**src/rtl/ahb2apb_bridge_ns.sv**
```systemverilog
// AHB-Lite slave to APB master bridge, single clock with an APB clock enable.
// Each AHB transfer becomes one APB access; out-of-range slave indices give a two-cycle ERROR.
module ahb2apb_bridge_ns #(
   parameter int ADDRWIDTH = 16,
   parameter int DATAWIDTH = 32,
   parameter int NSLV      = 4,
   parameter int SLV_LSB   = 12
) (
   input  logic                      HCLK,
   input  logic                      HRESETn,
   input  logic                      HSEL,
   input  logic                      HREADYIN,
   input  logic                      HWRITE,
   input  logic [ADDRWIDTH-1:0]      HADDR,
   input  logic [1:0]                HTRANS,
   input  logic [2:0]                HSIZE,
   input  logic [3:0]                HPROT,
   input  logic [DATAWIDTH-1:0]      HWDATA,
   output logic                      HREADYOUT,
   output logic [1:0]                HRESP,
   output logic [DATAWIDTH-1:0]      HRDATA,
   input  logic                      PCLKEN,
   input  logic [NSLV-1:0]           PREADY,
   input  logic [NSLV-1:0]           PSLVERR,
   input  logic [NSLV*DATAWIDTH-1:0] PRDATA,
   output logic [NSLV-1:0]           PSEL,
   output logic                      PENABLE,
   output logic                      PWRITE,
   output logic [ADDRWIDTH-1:0]      PADDR,
   output logic [DATAWIDTH-1:0]      PWDATA,
   output logic [2:0]                PPROT,
   output logic [DATAWIDTH/8-1:0]    PSTRB,
   output logic                      APBACTIVE
);

   localparam int NB   = DATAWIDTH / 8;
   localparam int OFFW = $clog2(NB);

   typedef enum logic [2:0] {
      S_IDLE, S_PEND, S_SETUP, S_ACCESS, S_DONE, S_ERR1, S_ERR2
   } state_t;

   state_t                 state_q, state_d;
   logic [NSLV-1:0]        sel_oh_q, sel_oh_d;
   logic [ADDRWIDTH-1:0]   addr_q;
   logic                   write_q;
   logic [2:0]             prot_q;
   logic [NB-1:0]          strb_q;
   logic [DATAWIDTH-1:0]   pwdata_q, hrdata_q;
   logic [NSLV-1:0]        psel_q;
   logic                   penable_q, hready_q, active_q;
   logic [1:0]             hresp_q;

   logic [3:0]             idx;
   logic                   idx_ok, cap, cap_state;
   logic                   pready_s, pslverr_s;
   logic [DATAWIDTH-1:0]   prdata_s;

   // Byte lanes covered by a 2^sz byte write starting at lane off.
   function automatic logic [NB-1:0] strb_f(input logic wr, input logic [2:0] sz,
                                            input logic [OFFW-1:0] off);
      logic [2*NB-1:0] m;
      m = '0;
      if (wr) begin
         if (32'(sz) >= OFFW) begin
            m[NB-1:0] = '1;
         end else begin
            for (int b = 0; b < NB; b++)
               if (b < (1 << sz)) m[b] = 1'b1;
            m = m << off;
         end
      end
      return m[NB-1:0];
   endfunction

   assign idx       = HADDR[SLV_LSB+3:SLV_LSB];
   assign cap_state = (state_q == S_IDLE) || (state_q == S_DONE) || (state_q == S_ERR2);
   assign cap       = HSEL && HREADYIN && (HTRANS == 2'b10 || HTRANS == 2'b11) && cap_state;

   always_comb begin
      sel_oh_d = '0;
      for (int i = 0; i < NSLV; i++)
         sel_oh_d[i] = (idx == 4'(i));
      idx_ok = |sel_oh_d;
   end

   // Only the captured slave's handshake and data are looked at.
   always_comb begin
      prdata_s = '0;
      for (int i = 0; i < NSLV; i++)
         if (sel_oh_q[i]) prdata_s = prdata_s | PRDATA[i*DATAWIDTH +: DATAWIDTH];
      pready_s  = |(PREADY & sel_oh_q);
      pslverr_s = |(PSLVERR & sel_oh_q);
   end

   always_comb begin
      state_d = state_q;
      unique case (state_q)
         S_IDLE, S_DONE, S_ERR2: begin
            if (cap) state_d = idx_ok ? S_PEND : S_ERR1;
            else     state_d = S_IDLE;
         end
         S_PEND:   if (PCLKEN) state_d = S_SETUP;
         S_SETUP:  if (PCLKEN) state_d = S_ACCESS;
         S_ACCESS: if (PCLKEN && pready_s) state_d = pslverr_s ? S_ERR1 : S_DONE;
         S_ERR1:   state_d = S_ERR2;
         default:  state_d = S_IDLE;
      endcase
   end

   // Outputs are registered from the next state so they change cleanly with it.
   always_ff @(posedge HCLK or negedge HRESETn) begin
      if (!HRESETn) begin
         state_q   <= S_IDLE;
         sel_oh_q  <= '0;
         addr_q    <= '0;
         write_q   <= 1'b0;
         prot_q    <= '0;
         strb_q    <= '0;
         pwdata_q  <= '0;
         hrdata_q  <= '0;
         psel_q    <= '0;
         penable_q <= 1'b0;
         hready_q  <= 1'b1;
         hresp_q   <= 2'b00;
         active_q  <= 1'b0;
      end else begin
         state_q   <= state_d;
         psel_q    <= (state_d == S_SETUP || state_d == S_ACCESS) ? sel_oh_q : '0;
         penable_q <= (state_d == S_ACCESS);
         hready_q  <= (state_d == S_IDLE) || (state_d == S_DONE) || (state_d == S_ERR2);
         hresp_q   <= (state_d == S_ERR1 || state_d == S_ERR2) ? 2'b01 : 2'b00;
         active_q  <= (state_d != S_IDLE);
         if (cap) begin
            sel_oh_q <= sel_oh_d;
            addr_q   <= HADDR;
            write_q  <= HWRITE;
            prot_q   <= {~HPROT[0], 1'b0, HPROT[1]};
            strb_q   <= strb_f(HWRITE, HSIZE, HADDR[OFFW-1:0]);
         end
         // Write data is valid from the AHB data phase, which PEND waits out.
         if (state_q == S_PEND && PCLKEN)
            pwdata_q <= HWDATA;
         if (state_q == S_ACCESS && state_d == S_DONE && !write_q)
            hrdata_q <= prdata_s;
      end
   end

   assign HREADYOUT = hready_q;
   assign HRESP     = hresp_q;
   assign HRDATA    = hrdata_q;
   assign PSEL      = psel_q;
   assign PENABLE   = penable_q;
   assign PWRITE    = write_q;
   assign PADDR     = addr_q;
   assign PWDATA    = pwdata_q;
   assign PPROT     = prot_q;
   assign PSTRB     = strb_q;
   assign APBACTIVE = active_q;

endmodule

```
**config.mk**
```make
export PLATFORM = sky130hd
export DESIGN_NAME = ahb2apb_bridge_ns
export DESIGN_NICKNAME = d
export VERILOG_FILES = /design/src/rtl/ahb2apb_bridge_ns.sv
export SDC_FILE = /design/constraint.sdc
export NUM_CORES = 1
export LEC_CHECK = 0
export ABC_AREA = 1
export CAP_MARGIN = 20
export CELL_PAD_IN_SITES_DETAIL_PLACEMENT = 2
export CELL_PAD_IN_SITES_GLOBAL_PLACEMENT = 2
export CORE_MARGIN = 10
export CORE_UTILIZATION = 20
export CTS_CLUSTER_SIZE = 20
export DETAILED_ROUTE_END_ITERATION = 8
export PLACE_DENSITY_LB_ADDON = 0.05
export SYNTH_ARGS = -nofsm -noshare
export SYNTH_HDL_FRONTEND = slang
export SYNTH_SLANG_ARGS = --single-unit
```
**constraint.sdc**
```tcl
create_clock -name HCLK -period 1.8 [get_ports HCLK]
set_clock_uncertainty 0.05 [all_clocks]
set_input_delay 0.18 -clock HCLK [delete_from_list [all_inputs] [get_ports HCLK]]
set_output_delay 0.18 -clock HCLK [all_outputs]
set_load 0.01 [all_outputs]
```
==> results of run 1 <==
-- layer usage --
layer | vias to the layer above | global-route usage (%) | part of all wire (%) | wire length, um
li1 | 2452 | - | - | -
met1 | 2469 | 15.66 | 39 | 9142
met2 | 160 | 27.53 | 53 | 12540
met3 | 12 | 5.596 | 7.6 | 1796
met4 | 2 | 3.002 | 0.83 | 196
met5 | - | 0 | 0.030 | 7
-- worst max-delay path, cell delays in order (launching register included) --
cell and delay [ps]:
dfrtp_2 450, inv_2 80, nand2_4 70, nand3b_4 100
nand3_4 80, nor2_4 140, nand3_4 130, nor2_4 180
buf_6 140, clkbuf_16 150, nand2_2 40, nand2_1 60
-- power by group through the flow --
stage | Sequential [mW] | Combinational (mW) | Clock, mW
floorplan | 4.20 | 1.93 | 0
global placement | 3.78 | 5.65 | 0
detailed placement | 3.87 | 5.80 | 0
CTS | 3.83 | 5.82 | 2.03
global route | 3.97 | 6.41 | 2.12
finish | 3.83 | 5.82 | 1.93
-- cells in the mapped netlist (2+ instances only) --
cell type and n:
dfrtp_1 101, a21oi_1 2, buf_2 7, nor2_4 3, and3_1 2, o21ai_0 44, buf_4 4, inv_2 3
nand3_1 5, mux2_2 32, nand2_1 269, buf_6 3, nand3_2 2, o32ai_1 2, nor2_1 13, inv_1 14
clkbuf_1 16, nand2_2 3, nand4_1 32, clkbuf_2 4, o41ai_1 2
-- cells by family after synthesis --
kind of cell,share of synthesized area (%)
and+or+nand+nor,29.30
other,0.07711
DFF,52.51
AOI/OAI and AO/OA,5.634
buffers and inverters,5.068
muxes,7.409
-- stage by stage --
stage                     area, um2  setup TNS [ps]  cells  hold WS (ps)  setup slack, ps
final                          8758               0   1205         279.5            74.02
after global routing           8758          -303.9   1205         314.1           -23.70
after CTS                      8546               0   1195         287.0            47.04
after detailed placement       8244           -2457   1178         129.7           -128.9
after global placement         8244           -1534   1178         128.5           -72.09
after floorplan                4867               0    573        -165.6            279.8
-- registers in the layout, summed over array words and instances (netlist names) --
signal     flops
PWDATA        32
state_q        3
PPROT          2
APBACTIVE      1
HRDATA        32
PENABLE        1
PSEL           4
HRESP          1
PWRITE         1
HREADYOUT      1
PSTRB          4
PADDR         16
sel_oh_q       4
-- timing repair --
| item | in CTS | in global routing |
|---|---|---|
| endpoints found under the setup margin | 0 | 30 |
| resized for setup | 0 | 43 |
| hold buffers | 1 | 0 |
| hold endpoints to repair | 28 | 0 |
| buffers inserted | 0 | 6 |
-- area by class of cell --
class | count | area, um2 | area share (%)
clock buffers | 10 | 239.0 | 2.729
clock inverters | 6 | 52.55 | 0.6000
inverters | 18 | 70.07 | 0.8000
multi-input cells | 419 | 2136 | 24.39
flip-flops and latches | 102 | 2557 | 29.20
well taps | 324 | 405.4 | 4.629
repair buffers | 326 | 3298 | 37.66
-- final timing paths --
kind                              end  slack (ps)  cells past startpoint
max                        HRDATA[18]          70                     11
min in group HCLK            PADDR[2]         320                      3
min                         HRDATA[5]         280                      2
max in group asynchronous  state_q[0]         820                      3
max reg2reg                HRDATA[18]          70                     11
min reg2reg                  PADDR[2]         440                      2
-- layout by cell type, fill, tap and decap left out, types with 11 or more instances in the layout --
cell type / synthesis / routed
o21ai_0: 44 / 33
mux2_2: 32 / 32
nand4_1: 32 / 32
inv_1: 14 / 13
nand2_1: 269 / 256
dfrtp_1: 101 / 98
clkbuf_16: 0 / 11
o21ai_1: 0 / 11
buf_4: 4 / 24
nand2_2: 3 / 14
clkdlybuf4s50_1: 0 / 289
==> reports/metrics.cfg, run 1 <==
[run_status]
outcome = finished, final reports clean

[power]
clock_power_share_pct = 16.7
seq_power_share_pct = 33.0
switching_share_pct = 36.65
p_int_mw = 7.335
finalPower_mw = 11.58
power.density_mw_per_mm2 = 1322
vdd_drop_max_uv = 545.1
pwr-share-comb_pct = 50.3
power.switching_mw = 4.243
p_leak_nw = 3.846

[synth]
syn_inst = 572
async_flop_share_pct = 100.0
syn_area_mm2 = 0.004863
synth_area_leaders = dfrtp_1 52%, nand2_1 21%, mux2_2 7.4%
ys.warnings.count = 0
ys.flop_type = dfrtp_1
synth_top_area_share_pct = 51.97
synth-edff-count = 0
synth.distinct_cells = 30
synth_top_area_cell = dfrtp_1
yosys_register_bits = 102
synth_seq_area_share_pct = 52.51
syn_avg_cell_area_um2 = 8.502

[layout]
fin_nets = 1075
diodes = 0
drive_above_1_share_pct = 13.96
final_util_pct = 36.33
syn_to_final_growth_pct = 80.09
fill_cells = 2727

[critical_path]
reg2reg_from = state_q[2]
worstPathRequired_ps = 2040
worstSetupPathType = reg2reg
crit_path_start = state_q[2]
cp-start-kind = register
crit_path_end_kind = register
critical_path.max_fanout = 5
cp_data_arrival_time_ps = 1960

[grt]
grt_antenna_before_repair = 1
grt_pass1_vias = 5936
grt_pass1_wl_mm = 35.58
grtUsageTotal_pct = 14.84
grt_overflow = 0
grt_max_degree = 43

[detailed_routing]
vias = 5095
first_iter_violations = 171
remaining_drc_errors = 0
drtAntennaViolNets = 0
wl_mm = 23.69
first_pass_iters = 4
post_drt_wl_per_cell_um = 19.66
viasPerCell = 4.228

[clocking]
clock_latency_ps = 350
clock_path_buffers = 2
cts_tree = yes
cts_buffers = 9
h-tree-depth = 3
cts.sink_count = 102
root_buffer = clkbuf_16
clk_pin_slew_ps = 80

[timing]
period_minus_slack_ps = 1726
maxSlewViolCount = 0
finalCritPeriodShare_pct = 95.89
rsz0062_at_grt = true
setup_viol = 0
hold_viol_final = 0
fmax_mhz = 579.4

[die]
num_io_pins = 296
die_x_um = 175.9
dieHeight_um = 175.9
rows = 57
die_area_mm2 = 0.03095
initial_core_util_pct = 20.18
core_area_mm2 = 0.02411

[placement]
gp_congestion = 0.7500
dp_hpwl_mm = 19.18
port_buffers = 290

[hold_path]
hp-class = in2async

[job]
drv_cap = 0

Power figures use the tool's default switching activity.
==> run 2, diff against run 1 <==
--- a/config.mk
+++ b/config.mk
@@ -13,6 +13,7 @@
 export CORE_UTILIZATION = 20
 export CTS_CLUSTER_SIZE = 20
 export DETAILED_ROUTE_END_ITERATION = 8
+export GPL_TIMING_DRIVEN = 0
 export PLACE_DENSITY_LB_ADDON = 0.05
 export SYNTH_ARGS = -nofsm -noshare
 export SYNTH_HDL_FRONTEND = slang
==> run 2 against run 1 <==
Net effect:
- clock-buffer cell count is 1 lower
- hold slack gained 23 ps
- combinational power grew 2%
- clock power about the same
- sequential share of layout area fell by 0.31 points
- global-route usage rose by 0.079 points
- critical endpoint is now HRDATA[2]
- die area unchanged
- first-iteration DRC count is 26% lower
==> reports/metrics.cfg, run 2 (same netlist as run 1, synthesis figures left out) <==
[timing]
fin_hold_ws_ps = 302.4  ; was 279.5 ps
maxSlewViolCount = 0  ; unchanged
hold_viol_final = 0  ; unchanged
rsz0062_at_grt = true  ; unchanged
period_minus_slack_ps = 1691  ; was 1726 ps
slew-limit-headroom_pct = 53.47
fmax_mhz = 591.2  ; was 579.4 MHz
setup_viol = 0  ; unchanged
finalCritPeriodShare_pct = 93.96  ; was 95.89%
worst-slew-pin-transition_ps = 698.0

[layout]
fin_nets = 1097  ; was 1075
syn_to_final_growth_pct = 81.94  ; was 80.09%
layout_commonest_cell = clkdlybuf4s50_1  ; unchanged
diodes = 0  ; unchanged
finalInstanceArea_mm2 = 0.008848  ; was 0.008758 mm2
layout_common_cells = 289 x clkdlybuf4s50_1, 249 x nand2_1, 99 x dfrtp_1, 36 x o21ai_0  ; was 289 x clkdlybuf4s50_1, 256 x nand2_1, 98 x dfrtp_1, 33 x o21ai_0
drive_above_1_share_pct = 14.97  ; was 13.96%

[die]
die_x_um = 175.9  ; unchanged
dieHeight_um = 175.9  ; unchanged
rows = 57  ; unchanged
num_io_pins = 296  ; unchanged
initial_core_util_pct = 20.18  ; unchanged
die_area_mm2 = 0.03095  ; unchanged
core_area_mm2 = 0.02411  ; unchanged

[clocking]
cts_buffers = 9  ; unchanged
cts_tree = yes  ; unchanged
cts.sink_count = 102  ; unchanged
clock_path_buffers = 2  ; unchanged
h-tree-depth = 3  ; unchanged
root_buffer = clkbuf_16  ; unchanged
clk_pin_slew_ps = 80  ; about the same
clock_latency_ps = 360  ; was 350 ps

[hold_path]
hold-path-cell-count = 3
hp-class = in2reg  ; was in2async

[power]
finalPower_mw = 11.66  ; was 11.58 mW
clock_power_share_pct = 16.6  ; was 16.7%
switching_share_pct = 36.99  ; was 36.65%
vdd_drop_max_uv = 417.4  ; was 545.1 uV
power.switching_mw = 4.315  ; was 4.243 mW
p_int_mw = 7.350  ; was 7.335 mW
pwr-share-comb_pct = 50.8  ; was 50.3%
seq_power_share_pct = 32.6  ; was 33.0%
power.density_mw_per_mm2 = 1318  ; was 1322 mW/mm2
p_leak_nw = 3.877  ; was 3.846 nW

[critical_path]
critPathMaxStageDelay_ps = 370  ; was 450 ps
reg2reg_depth = 12  ; was 11
critical-path-slowest-cell = dfrtp_1  ; was dfrtp_2
crit_family = simple AND/OR/NAND/NOR gates  ; unchanged
crit_end = HRDATA[2]  ; was HRDATA[18]
crit_path_end_kind = register  ; unchanged
critical_path.max_fanout = 7  ; was 5
reg2reg_slack_ps = 110  ; was 70 ps
path_buf_inv = 3  ; unchanged
crit_path_start = sel_oh_q[2]  ; was state_q[2]
cp.depth = 12  ; was 11
reg2reg_to = HRDATA[2]  ; was HRDATA[18]
cp-start-kind = register  ; unchanged
crit_top_cell = nor2_4
crit_chain = buf_6, nand2_1, nand2_1, nor2_4, nor2_4, nor2_4, nand3_4, nor2_4, buf_6, buf_8, nand2_2, nand2_2  ; was inv_2, nand2_4, nand3b_4, nand3_4, nor2_4, nand3_4, nor2_4, buf_6, clkbuf_16, nand2_2, nand2_1
worstPathRequired_ps = 2050  ; was 2040 ps
reg2reg_from = sel_oh_q[2]  ; was state_q[2]
cp_data_arrival_time_ps = 1940  ; was 1960 ps
worstSetupPathType = reg2reg  ; unchanged

[grt]
grt_max_degree = 56  ; was 43
grt_pass1_vias = 6069  ; was 5936
grt_overflow = 0  ; unchanged
grt_pass1_wl_mm = 35.71  ; was 35.58 mm
grt_antenna_before_repair = 3  ; was 1
grtUsageTotal_pct = 14.92  ; was 14.84%

[detailed_routing]
vias = 5232  ; was 5095
first_iter_violations = 126  ; was 171
remaining_drc_errors = 0  ; unchanged
post_drt_wl_per_cell_um = 19.36  ; was 19.66 um
first_pass_iters = 4  ; unchanged
drtAntennaViolNets = 0  ; unchanged
viasPerCell = 4.268  ; was 4.228
wl_mm = 23.73  ; was 23.69 mm

[placement]
port_buffers = 290  ; unchanged
postPlaceCellArea_mm2 = 0.008200  ; was 0.008244 mm2
gp_congestion = 0.7399  ; was 0.7500
dp_hpwl_mm = 19.20  ; was 19.18 mm

[job]
drv_cap = 0  ; unchanged

[run_status]
outcome = finished, final reports clean  ; unchanged

## run 2: timing repair
item | CTS | global route
buffers inserted | 5 | 15
pin swaps | 3 | 8
hold buffers | 1 | 0
endpoints found under the hold margin | 46 | 0
resized for setup | 20 | 51
setup endpoints to repair | 33 | 32
cloned | 2 | 0
## run 2: worst min-delay path by stage
stage               startpoint         to  slack (ps)
floorplan              HRESETn  APBACTIVE        -170
global placement      PADDR[6]   PADDR[6]         420
detailed placement     HRESETn  HRDATA[9]         230
CTS                   HADDR[2]   PADDR[2]         290
global route          HADDR[6]   PADDR[6]         310
finish                HADDR[5]   PADDR[5]         300
## run 2: per-layer routing
metal | up-vias | GRT usage, % | part of all wire (%)
met3 | 23 | 5.340 | 7.6
met5 | - | 0 | 0.059
met2 | 157 | 27.27 | 53
met1 | 2555 | 15.91 | 38
met4 | 4 | 3.921 | 1.1
li1 | 2493 | - | -
## run 2: metrics by stage
step	std cells	setup WS (ps)	utilization, %	TNS (ps)
global route	1226	-42.09	36.71	-795.4
finish	1226	108.6	36.71	0
CTS	1211	7.799	35.72	0
detailed placement	1188	-442.2	34.02	-14520
floorplan	573	279.8	-	0
global placement	1187	-3724	33.91	-389200
## run 2: layout make-up
cell class,count,area (um2)
Multi-Input combinational cell,419,2173
Timing Repair Buffer,314,3131
Buffer,34,230.2
Tap cell,324,405.4
Clock inverter,6,57.56
Inverter,18,70.07
Fill cell,2758,15260
Sequential cell,102,2556
Clock buffer,9,225.2
## run 2: power by group through the flow
stage	Clock [mW]	Sequential (mW)	Combinational (mW)
2_1_floorplan	0	4.20	1.93
3_3_place_gp	0	3.76	5.56
3_5_place_dp	0	3.83	5.69
4_1_cts	2.03	3.80	5.83
5_1_grt	2.11	3.94	6.52
6_report	1.94	3.80	5.93
## run 2: worst reg2reg max path, cell delays in order, from the launching register on
cell and delay [ps]:
dfrtp_1 370, buf_6 120, nand2_1 60, nand2_1 80, nor2_4 110, nor2_4 40, nor2_4 120, nand3_4 140
nor2_4 150, buf_6 140, buf_8 130, nand2_2 50, nand2_2 60
==> run 3, diff against run 2 <==
--- a/config.mk
+++ b/config.mk
@@ -6,7 +6,6 @@
 export NUM_CORES = 1
 export LEC_CHECK = 0
 export ABC_AREA = 1
-export CAP_MARGIN = 20
 export CELL_PAD_IN_SITES_DETAIL_PLACEMENT = 2
 export CELL_PAD_IN_SITES_GLOBAL_PLACEMENT = 2
 export CORE_MARGIN = 10
==> results of run 3 <==
No change in the layout: final DEF, timing and power equal those of run 2.
